===== src/rtl/cacc_calc_seq.sv =====
// Sequencer for one int8 CACC accumulate/round slice: issues MAC beats to the add/sat/round datapath,
// manages the 34-bit partial buffer, and stalls the MAC stream on read-after-write hazards.
// Optional macro CACC_SEQ_SAT_CNT_EN enables the saturated-final counter on sat_cnt.
module cacc_calc_seq #(
    parameter int ENTRY_AW = 5,
    parameter int OP_CW    = 8
) (
    input  logic                nvdla_core_clk,
    input  logic                nvdla_core_rst,
    input  logic [ENTRY_AW-1:0] cfg_stripe_len,
    input  logic [OP_CW-1:0]    cfg_op_num,
    input  logic                cfg_start,
    output logic                busy,
    output logic                done,
    input  logic                mac_valid,
    output logic                mac_ready,
    input  logic [21:0]         mac_data,
    output logic                abuf_rd_en,
    output logic [ENTRY_AW-1:0] abuf_rd_addr,
    input  logic [33:0]         abuf_rd_data,
    output logic                calc_in_valid,
    output logic                calc_in_sel,
    output logic                calc_in_op_valid,
    output logic [21:0]         calc_in_data,
    output logic [33:0]         calc_in_op,
    input  logic                calc_out_partial_valid,
    input  logic [33:0]         calc_out_partial_data,
    input  logic                calc_out_final_valid,
    input  logic [31:0]         calc_out_final_data,
    input  logic                calc_out_final_sat,
    output logic                abuf_wr_en,
    output logic [ENTRY_AW-1:0] abuf_wr_addr,
    output logic [33:0]         abuf_wr_data,
    output logic                dlv_valid,
    output logic [31:0]         dlv_data,
    output logic [ENTRY_AW-1:0] dlv_addr,
    output logic [15:0]         sat_cnt
);

    typedef enum logic [1:0] {ST_IDLE, ST_RUN, ST_DRAIN} state_e;

    typedef struct packed {
        logic                vld;
        logic [ENTRY_AW-1:0] addr;
        logic                first;
        logic                last;
    } tag_t;

    localparam logic [ENTRY_AW-1:0] ENT_ONE = 1;
    localparam logic [OP_CW-1:0]    OP_ONE  = 1;

    state_e              state_q, state_d;
    logic [ENTRY_AW-1:0] stripe_len_q, stripe_len_d;
    logic [OP_CW-1:0]    op_num_q, op_num_d;
    logic [ENTRY_AW-1:0] ent_q, ent_d;
    logic [OP_CW-1:0]    op_q, op_d;
    tag_t                s1_q, s2_q, s3_q, tag_new;
    logic [21:0]         data_q;

    logic ent_last, op_last, rd_need, hazard, accept, pipe_empty;

    assign ent_last   = (ent_q == stripe_len_q);
    assign op_last    = (op_q == op_num_q);
    assign rd_need    = (op_q != '0);
    assign pipe_empty = !(s1_q.vld | s2_q.vld | s3_q.vld);

    // A non-last tag in flight will write its entry back; a read of that entry must wait.
    assign hazard = rd_need &
                    ((s1_q.vld & !s1_q.last & (s1_q.addr == ent_q)) |
                     (s2_q.vld & !s2_q.last & (s2_q.addr == ent_q)) |
                     (s3_q.vld & !s3_q.last & (s3_q.addr == ent_q)));

    assign mac_ready = (state_q == ST_RUN) & !hazard;
    assign accept    = mac_valid & mac_ready;
    assign busy      = (state_q != ST_IDLE);

    always_comb begin
        tag_new       = '0;
        tag_new.vld   = accept;
        tag_new.addr  = ent_q;
        tag_new.first = !rd_need;
        tag_new.last  = op_last;
    end

    always_comb begin
        state_d      = state_q;
        stripe_len_d = stripe_len_q;
        op_num_d     = op_num_q;
        ent_d        = ent_q;
        op_d         = op_q;
        done         = 1'b0;
        case (state_q)
            ST_IDLE: begin
                if (cfg_start) begin
                    state_d      = ST_RUN;
                    stripe_len_d = cfg_stripe_len;
                    op_num_d     = cfg_op_num;
                    ent_d        = '0;
                    op_d         = '0;
                end
            end
            ST_RUN: begin
                if (accept) begin
                    if (ent_last) begin
                        ent_d = '0;
                        op_d  = op_q + OP_ONE;
                        if (op_last) begin
                            state_d = ST_DRAIN;
                        end
                    end else begin
                        ent_d = ent_q + ENT_ONE;
                    end
                end
            end
            ST_DRAIN: begin
                if (pipe_empty) begin
                    state_d = ST_IDLE;
                    done    = 1'b1;
                end
            end
            default: state_d = ST_IDLE;
        endcase
    end

    always_ff @(posedge nvdla_core_clk) begin
        if (nvdla_core_rst) begin
            state_q      <= ST_IDLE;
            stripe_len_q <= '0;
            op_num_q     <= '0;
            ent_q        <= '0;
            op_q         <= '0;
            s1_q         <= '0;
            s2_q         <= '0;
            s3_q         <= '0;
            data_q       <= '0;
        end else begin
            state_q      <= state_d;
            stripe_len_q <= stripe_len_d;
            op_num_q     <= op_num_d;
            ent_q        <= ent_d;
            op_q         <= op_d;
            s1_q         <= tag_new;
            s2_q         <= s1_q;
            s3_q         <= s2_q;
            if (accept) begin
                data_q <= mac_data;
            end
        end
    end

    assign abuf_rd_en   = accept & rd_need;
    assign abuf_rd_addr = ent_q;

    assign calc_in_valid    = s1_q.vld;
    assign calc_in_data     = data_q;
    assign calc_in_op_valid = s1_q.vld & !s1_q.first;
    assign calc_in_op       = calc_in_op_valid ? abuf_rd_data : '0;
    assign calc_in_sel      = s1_q.vld & s1_q.last;

    // Datapath results are only honoured while a live tag sits in stage 3.
    assign abuf_wr_en   = s3_q.vld & calc_out_partial_valid;
    assign abuf_wr_addr = s3_q.addr;
    assign abuf_wr_data = abuf_wr_en ? calc_out_partial_data : '0;

    assign dlv_valid = s3_q.vld & calc_out_final_valid;
    assign dlv_data  = dlv_valid ? calc_out_final_data : '0;
    assign dlv_addr  = s3_q.addr;

`ifdef CACC_SEQ_SAT_CNT_EN
    logic [15:0] sat_cnt_q, sat_cnt_d;

    always_comb begin
        sat_cnt_d = sat_cnt_q;
        if ((state_q == ST_IDLE) && cfg_start) begin
            sat_cnt_d = '0;
        end else if (dlv_valid && calc_out_final_sat && (sat_cnt_q != 16'hFFFF)) begin
            sat_cnt_d = sat_cnt_q + 16'd1;
        end
    end

    always_ff @(posedge nvdla_core_clk) begin
        if (nvdla_core_rst) begin
            sat_cnt_q <= '0;
        end else begin
            sat_cnt_q <= sat_cnt_d;
        end
    end

    assign sat_cnt = sat_cnt_q;
`else
    logic unused_final_sat;
    assign unused_final_sat = calc_out_final_sat;
    assign sat_cnt          = '0;
`endif

endmodule


===== config.mk =====
export PLATFORM = sky130hd
export DESIGN_NAME = cacc_calc_seq
export DESIGN_NICKNAME = d
export VERILOG_FILES = /design/src/rtl/cacc_calc_seq.sv
export SDC_FILE = /design/constraint.sdc
export NUM_CORES = 1
export LEC_CHECK = 0
export ABC_AREA = 1
export BUFFER_PORTS_ARGS = -buffer_cell sky130_fd_sc_hd__buf_4
export CORE_AREA = 2 2 117 119
export DETAILED_ROUTE_END_ITERATION = 7
export DIE_AREA = 0 0 119 121
export PLACE_DENSITY = 0.65
export SLEW_MARGIN = 20
export SYNTH_ARGS = -nofsm -noshare
export SYNTH_HDL_FRONTEND = slang
export SYNTH_SLANG_ARGS = --single-unit
export TNS_END_PERCENT = 10

===== constraint.sdc =====
create_clock -name nvdla_core_clk -period 1.79 [get_ports nvdla_core_clk]
set_input_delay 0.0895 -clock nvdla_core_clk [delete_from_list [all_inputs] [get_ports nvdla_core_clk]]
set_output_delay 0.0895 -clock nvdla_core_clk [all_outputs]
set_load 0.005 [all_outputs]

After elaboration in Yosys (flattened, before gate mapping)
Index checks and enable logic that the tools add are counted.
{"block": "totals", "elab_cells": 81, "input_bits": 142, "output_inout_bits": 162, "reg_bits": 72}
{"block": "op_classes", "n_bitwise": 18, "n_eq_ne": 12, "reduce_logical": 14, "add_sub_neg": 2, "n_mux": 19}
{"operator": "34-bit two-way mux", "count": 2}
{"operator": "32-bit two-way mux", "count": 1}
{"operator": "8-bit two-way mux", "count": 3}
{"operator": "5-bit equality test", "count": 4}
{"operator": "8-bit one-hot mux with 2 select lines", "count": 1}
{"operator": "5-bit two-way mux", "count": 3}
{"operator": "1-bit AND", "count": 14}
{"operator": "2-bit two-way mux", "count": 5}
{"operator": "2-bit != test, second input constant", "count": 5}
{"operator": "5-bit one-hot mux with 2 select lines", "count": 1}
{"operator": "8-bit by 1-bit adder with 8-bit output, second input constant", "count": 1}
{"operator": "8-bit equality test", "count": 1}
{"operator": "8-bit nonzero test", "count": 1}
{"operator": "1-bit zero test", "count": 6}
{"operator": "2-bit one-hot mux with 3 select lines", "count": 1}
{"operator": "5-bit by 1-bit adder with 5-bit output, second input constant", "count": 1}
{"operator": "5-bit AND reduction", "count": 1}
{"operator": "1-bit OR", "count": 4}
{"operator": "4-bit AND reduction", "count": 1}
{"operator": "2-bit nonzero test", "count": 2}
{"operator": "3-bit AND reduction", "count": 1}
{"operator": "2-bit by 1-bit equality test with 1-bit output, second input constant", "count": 1}
{"operator": "2-bit equality test, second input constant", "count": 1}
{"operator": "2-bit zero test", "count": 1}
{"operator": "other kinds (2)", "count": 3}

Logic depth before layout (Yosys ltp)
{"block": "depth", "depth_word": 11, "depth_mapped": 14, "mapped_depth_nobuf": 12}

Worst setup path after synthesis
OpenSTA, ideal clock, no wires.
{"block": "synth_path", "path_type": "reg2reg", "from": "register op_q[2]", "to": "register op_q[0]", "period_less_slack_ns": 1.531, "stages_incl_launch_ff": 11, "arrival_ns": 1.416, "setup_time_ns": 0.115, "setup_slack_ns": 0.259, "path_buffers": 2, "t_required_ns": 1.675, "cell_sequence": "dfxtp_1 -> buf_2 -> nor3_1 -> nand4_2 -> nand2_2 -> nand3_4 -> nand2_4 -> buf_6 -> nand3_1 -> nand2_1 -> nor2_1"}
{"block": "synth_via", "elab_chain_cells": 7}
{"element": "start, declared", "line_no": "56", "rtl": "logic [OP_CW-1:0] op_q, op_d;"}
{"element": "start signal, assigned", "line_no": "141", "rtl": "op_q <= op_d;"}
{"element": "8-bit nonzero test", "line_no": "64", "rtl": "assign rd_need = (op_q != '0);"}
{"element": "1-bit AND", "line_no": "68", "rtl": "assign hazard = rd_need &"}
{"element": "1-bit zero test", "line_no": "73", "rtl": "assign mac_ready = (state_q == ST_RUN) & !hazard;"}
{"element": "1-bit AND", "line_no": "73"}
{"element": "1-bit AND", "line_no": "74", "rtl": "assign accept = mac_valid & mac_ready;"}
{"element": "2-bit != test (no line)"}
{"element": "4-bit AND reduction (no line)"}
Every way passes these cells.
A chain may end at the register's enable or synchronous reset.

Worst setup path in the final report
{"block": "layout_path", "from": "register ent_q[2], in the netlist abuf_rd_addr[2]", "to": "output port abuf_rd_en"}
{"block": "layout_via", "elab_chain_cells": 9, "elab_cells_between_ends": 13, "cone_classes": "3 x eq/ne; 9 x bitwise; 1 x reduce/logical"}
{"element": "start, declared", "line_no": "55", "rtl": "logic [ENTRY_AW-1:0] ent_q, ent_d;"}
{"element": "start signal, assigned", "line_no": "140", "rtl": "ent_q <= ent_d;"}
{"element": "5-bit equality test, on equally long branches", "line_no": "69, 70"}
{"element": "1-bit AND, on equally long branches", "line_no": "69, 70"}
{"element": "1-bit OR", "line_no": "69", "rtl": "((s1_q.vld & !s1_q.last & (s1_q.addr == ent_q)) |"}
{"element": "1-bit OR (*)", "line_no": "70", "rtl": "(s2_q.vld & !s2_q.last & (s2_q.addr == ent_q)) |"}
{"element": "1-bit AND (*)", "line_no": "68"}
{"element": "1-bit zero test (*)", "line_no": "73"}
{"element": "1-bit AND (*)", "line_no": "73"}
{"element": "1-bit AND (*)", "line_no": "74"}
{"element": "1-bit AND (*)", "line_no": "151", "rtl": "assign abuf_rd_en = accept & rd_need;"}
{"element": "end, declared", "line_no": "18", "rtl": "output logic abuf_rd_en,"}
Mark *: on every way between the ends. The rest lies on a longest branch, timed or not.

==> flow_metrics.env <==
export IMPL_routed_via_density=4.284
export IMPL_place_hpwl_mm=12.56
export IMPL_crit_buf_inv=2
export IMPL_cts_tree="built"
export IMPL_antenna_found_initial=0
export IMPL_yosysSeqAreaShare_pct=33.60
export IMPL_timing_slew_headroom_pct=57.38
export IMPL_crit_chain="xor2_2 -> nor2_1 -> nand3_1 -> nand3_2 -> a21oi_4 -> nand3_2 -> inv_2 -> buf_6"
export IMPL_clock_sinks=72
export IMPL_routed_wl_mm=15.97
export IMPL_wire_per_inst_um=13.78
export IMPL_crit_type="reg -> out"
export IMPL_max_stage_delay_ps=390
export IMPL_dr_pass1_iters=5
export IMPL_comb_power_share_pct=22.6
export IMPL_period_minus_slack_ps=1747
export IMPL_synthXorXnorAreaFrac_pct=3.470
export IMPL_rsz0062_at_grt="true"
export IMPL_insertion_delay_ps=330
export IMPL_root_buffer="clkbuf_16"
export IMPL_leakagePower_nw=3.891
export IMPL_dp_slack_ps=84.08
export IMPL_yosys_area_share_simple_pct=32.60
export IMPL_fin_cells=1159
export IMPL_place_congestion=0.8366
export IMPL_synthCells=702
export IMPL_outcome="finished clean"
export IMPL_ant_nets=0
export IMPL_grt_usage_pct=20.94
export IMPL_dp_cells=1132
export IMPL_reg2reg_to="state_q[0]$_SDFFE_PP0P_"
export IMPL_netSwitchingPower_mw=1.286
export IMPL_fill_cells=1335
export IMPL_synth_mux_area_share_pct=0
export IMPL_hold_start="cfg_op_num[2]"
export IMPL_finalSetupViolations=0
export IMPL_p_sw_share_pct=27.98
export IMPL_hold_end="op_num_q[2]$_SDFFE_PP0P_"
export IMPL_vdd_drop_max_uv=574.1
export IMPL_nets=1123
export IMPL_dr_wl_met3_mm=1.337
export IMPL_synthFlopType="dfxtp_1"
export IMPL_drt_first_iter_violations=314
export IMPL_grt_remaining_overflow=0
export IMPL_cts_buffers_inserted=9
export IMPL_clk_pin_slew_ps=60
export IMPL_min_period_over_period_pct=97.59
export IMPL_synth_area_per_cell_um2=6.112
export IMPL_grt_max_degree=50
export IMPL_power_share_sequential_pct=38.7
export IMPL_slowest_stage="dfxtp_4"
export IMPL_cts_htree_levels=3
export IMPL_start_util_pct=32.79
export IMPL_worst_pin_slew_ps=638.7
export IMPL_synthAdderAreaFrac_pct=0.8749
export IMPL_p_int_mw=3.309
export IMPL_core_mm2=0.01309
export IMPL_io_buffers=286
export IMPL_synth_edf_count=0
export IMPL_critPathMostFrequentCell="nand3_2"
export IMPL_cts_buffer_depth=2
export IMPL_synth_top_family_by_area="simple AND/OR/NAND/NOR gates"
export IMPL_required_ps=1700
export IMPL_reg2reg_from="abuf_rd_addr[4]$_SDFFE_PP0P_"
export IMPL_synthToLayoutAreaGrowth_pct=62.44
export IMPL_synth_area_mm2=0.004290
export IMPL_die_x_um=119
export IMPL_cp_max_fo=5
export IMPL_grt_pass1_vias=4458
export IMPL_async_flop_share_pct=0
export IMPL_max_freq_mhz=572.4
export IMPL_pwr_share_clk_pct=38.8
export IMPL_r2r_cells=10
export IMPL_cp_top_family="flip-flops"
export IMPL_crit_path_end_kind="output port"
export IMPL_ys_ff_latch=72
export IMPL_drive_above_1_share_pct=36.83
export IMPL_setup_slack_ps=43.08
export IMPL_m1WireLength_mm=6.446
export IMPL_rows=42
export IMPL_worst_clock_skew_ps=8.160
export IMPL_synth_cell_type_count=29
export IMPL_fp_dieH_um=121
export IMPL_die_area_mm2=0.01440
export IMPL_grt_first_pass_wirelength_mm=23.78
export IMPL_ys_warn_count=0
export IMPL_vias=4965
export IMPL_top_layer_used="met4"
export IMPL_drv_slew=0
export IMPL_hold_viol=0
export IMPL_ios=304
export IMPL_powerDensity_mw_per_mm2=659.3
export IMPL_ff2ff_setup_slack_ps=130
export IMPL_wl_met2_mm=8.090
export IMPL_diodes=0
export IMPL_hold_path_depth=3
export IMPL_drc=0
export IMPL_hold_ws_ps=7.673
export IMPL_critical_path_arrival_ps=1660
export IMPL_start_kind="flop"
export IMPL_synth_compound_area_share_pct=7.174
export IMPL_holdCritPathClass="in -> reg"
export IMPL_totalNegativeSetupSlack_ps=0
export IMPL_maxCapViolations=0
## Yosys cell counts, types with 2 or more instances
| cell | count | share of area [%] |
|---|---|---|
| nand3b_1 | 2 | 0.35 |
| clkbuf_1 | 19 | 1.7 |
| xnor2_1 | 9 | 1.8 |
| buf_2 | 5 | 0.58 |
| ha_1 | 3 | 0.87 |
| nor2_1 | 184 | 16 |
| buf_6 | 2 | 0.52 |
| dfxtp_1 | 72 | 34 |
| xor2_1 | 8 | 1.6 |
| buf_4 | 39 | 6.8 |
| inv_2 | 5 | 0.44 |
| nor3_1 | 4 | 0.47 |
| nand3_1 | 51 | 5.9 |
| o21ai_0 | 19 | 2.2 |
| inv_1 | 137 | 12 |
| a21oi_1 | 37 | 4.3 |
| nand2_1 | 94 | 8.2 |
## power groups by stage
stage,clock (mW),sequential (mW),combinational [mW]
finish,1.78,1.78,1.04
detailed placement,0,1.81,0.964
global placement,0,1.81,0.952
floorplan,0,1.79,0.542
CTS,1.82,1.77,0.977
global route,1.89,1.79,1.16
## final cells by class
| type | count | area, µm² | share of cell area [%] |
|---|---|---|---|
| Multi-Input combinational cell | 436 | 2013 | 28.89 |
| Clock buffer | 9 | 225.2 | 3.232 |
| Inverter | 143 | 549.3 | 7.882 |
| Tap cell | 176 | 220.2 | 3.160 |
| Timing Repair Buffer | 316 | 2425 | 34.79 |
| Clock inverter | 7 | 71.32 | 1.023 |
| Sequential cell | 72 | 1465 | 21.02 |
## how the worst max path moves through the flow
stage / cells past startpoint / slack [ps] / to / from
2_1_floorplan: 10 / 260 / op_q[0]$_SDFFE_PP0P_ / op_q[2]$_SDFFE_PP0P_
3_5_place_dp: 11 / 80 / calc_in_data[16]$_SDFFE_PP0P_ / s3_q[7]$_SDFF_PP0_
5_1_grt: 8 / -80 / abuf_rd_en / abuf_rd_addr[2]$_SDFFE_PP0P_
4_1_cts: 8 / -30 / abuf_rd_en / abuf_rd_addr[2]$_SDFFE_PP0P_
6_report: 8 / 40 / abuf_rd_en / abuf_rd_addr[2]$_SDFFE_PP0P_
3_3_place_gp: 11 / 130 / calc_in_data[18]$_SDFFE_PP0P_ / s3_q[7]$_SDFF_PP0_
## kinds of logic (layout without fill, tap and decap cells)
| kind of cell | Yosys count | after routing |
|---|---|---|
| simple gates | 341 | 341 |
| other cells | 1 | 16 |
| fa+ha+maj | 3 | 3 |
| buf+inv | 209 | 475 |
| compound gates | 59 | 59 |
| flops | 72 | 72 |
| xor+xnor | 17 | 17 |
## state kept, by name, indices dropped and copies added (netlist names)
register / flops
s1_q: 7
calc_in_data: 22
calc_in_valid: 1
s2_q: 7
stripe_len_q: 5
s3_q: 2
op_num_q: 8
abuf_rd_addr: 5
op_q: 8
abuf_wr_addr: 5
state_q: 2
## worst register-to-register path, cell delays in order, from the launching register on
cell,delay (ps)
dfxtp_4,370
buf_4,130
buf_4,140
xnor2_1,200
nand3_2,140
nand2_2,120
inv_1,80
nor2_1,90
nand3_1,110
nand2_1,90
a21oi_1,60
## cell usage in the layout (no fill, tap or decap), drive strengths merged
cell	count
buf	312
nor2	184
inv	143
nand2	96
dfxtp	72
nand3	53
a21oi	38
o21ai	20
conb	16
clkbuf	10
xnor2	9
xor2	8
nor3	4
ha	3
clkinvlp	3
dlygate4sd3	3
clkinv	3
nand3b	2
nand4	1
a31oi	1
nor3b	1
bufinv	1
## per-layer routing
metal | global-route usage, % | vias to the layer above
met5 | 0 | -
met3 | 7.002 | 13
met1 | 25.07 | 2183
met4 | 2.902 | 0
met2 | 37.25 | 198
li1 | - | 2571
## stage by stage
| stage | utilization, % | total power [mW] | cell area [µm²] |
|---|---|---|---|
| after floorplan | - | 2.334 | 4347 |
| after global placement | 49.32 | 2.758 | 6454 |
| after detailed placement | 49.32 | 2.772 | 6454 |
| after CTS | 52.00 | 4.575 | 6804 |
| after global routing | 53.26 | 4.844 | 6969 |
| final | 53.26 | 4.595 | 6969 |
## what timing repair did
action | 4_1_cts | 5_1_grt
hold endpoints to repair | 3 | 0
pin swaps | 3 | 6
cloned | 0 | 1
gates resized for setup | 9 | 29
hold buffers | 3 | 0
setup endpoints to repair | 2 | 37
setup buffers | 1 | 6
Power figures use the tool's default switching activity.
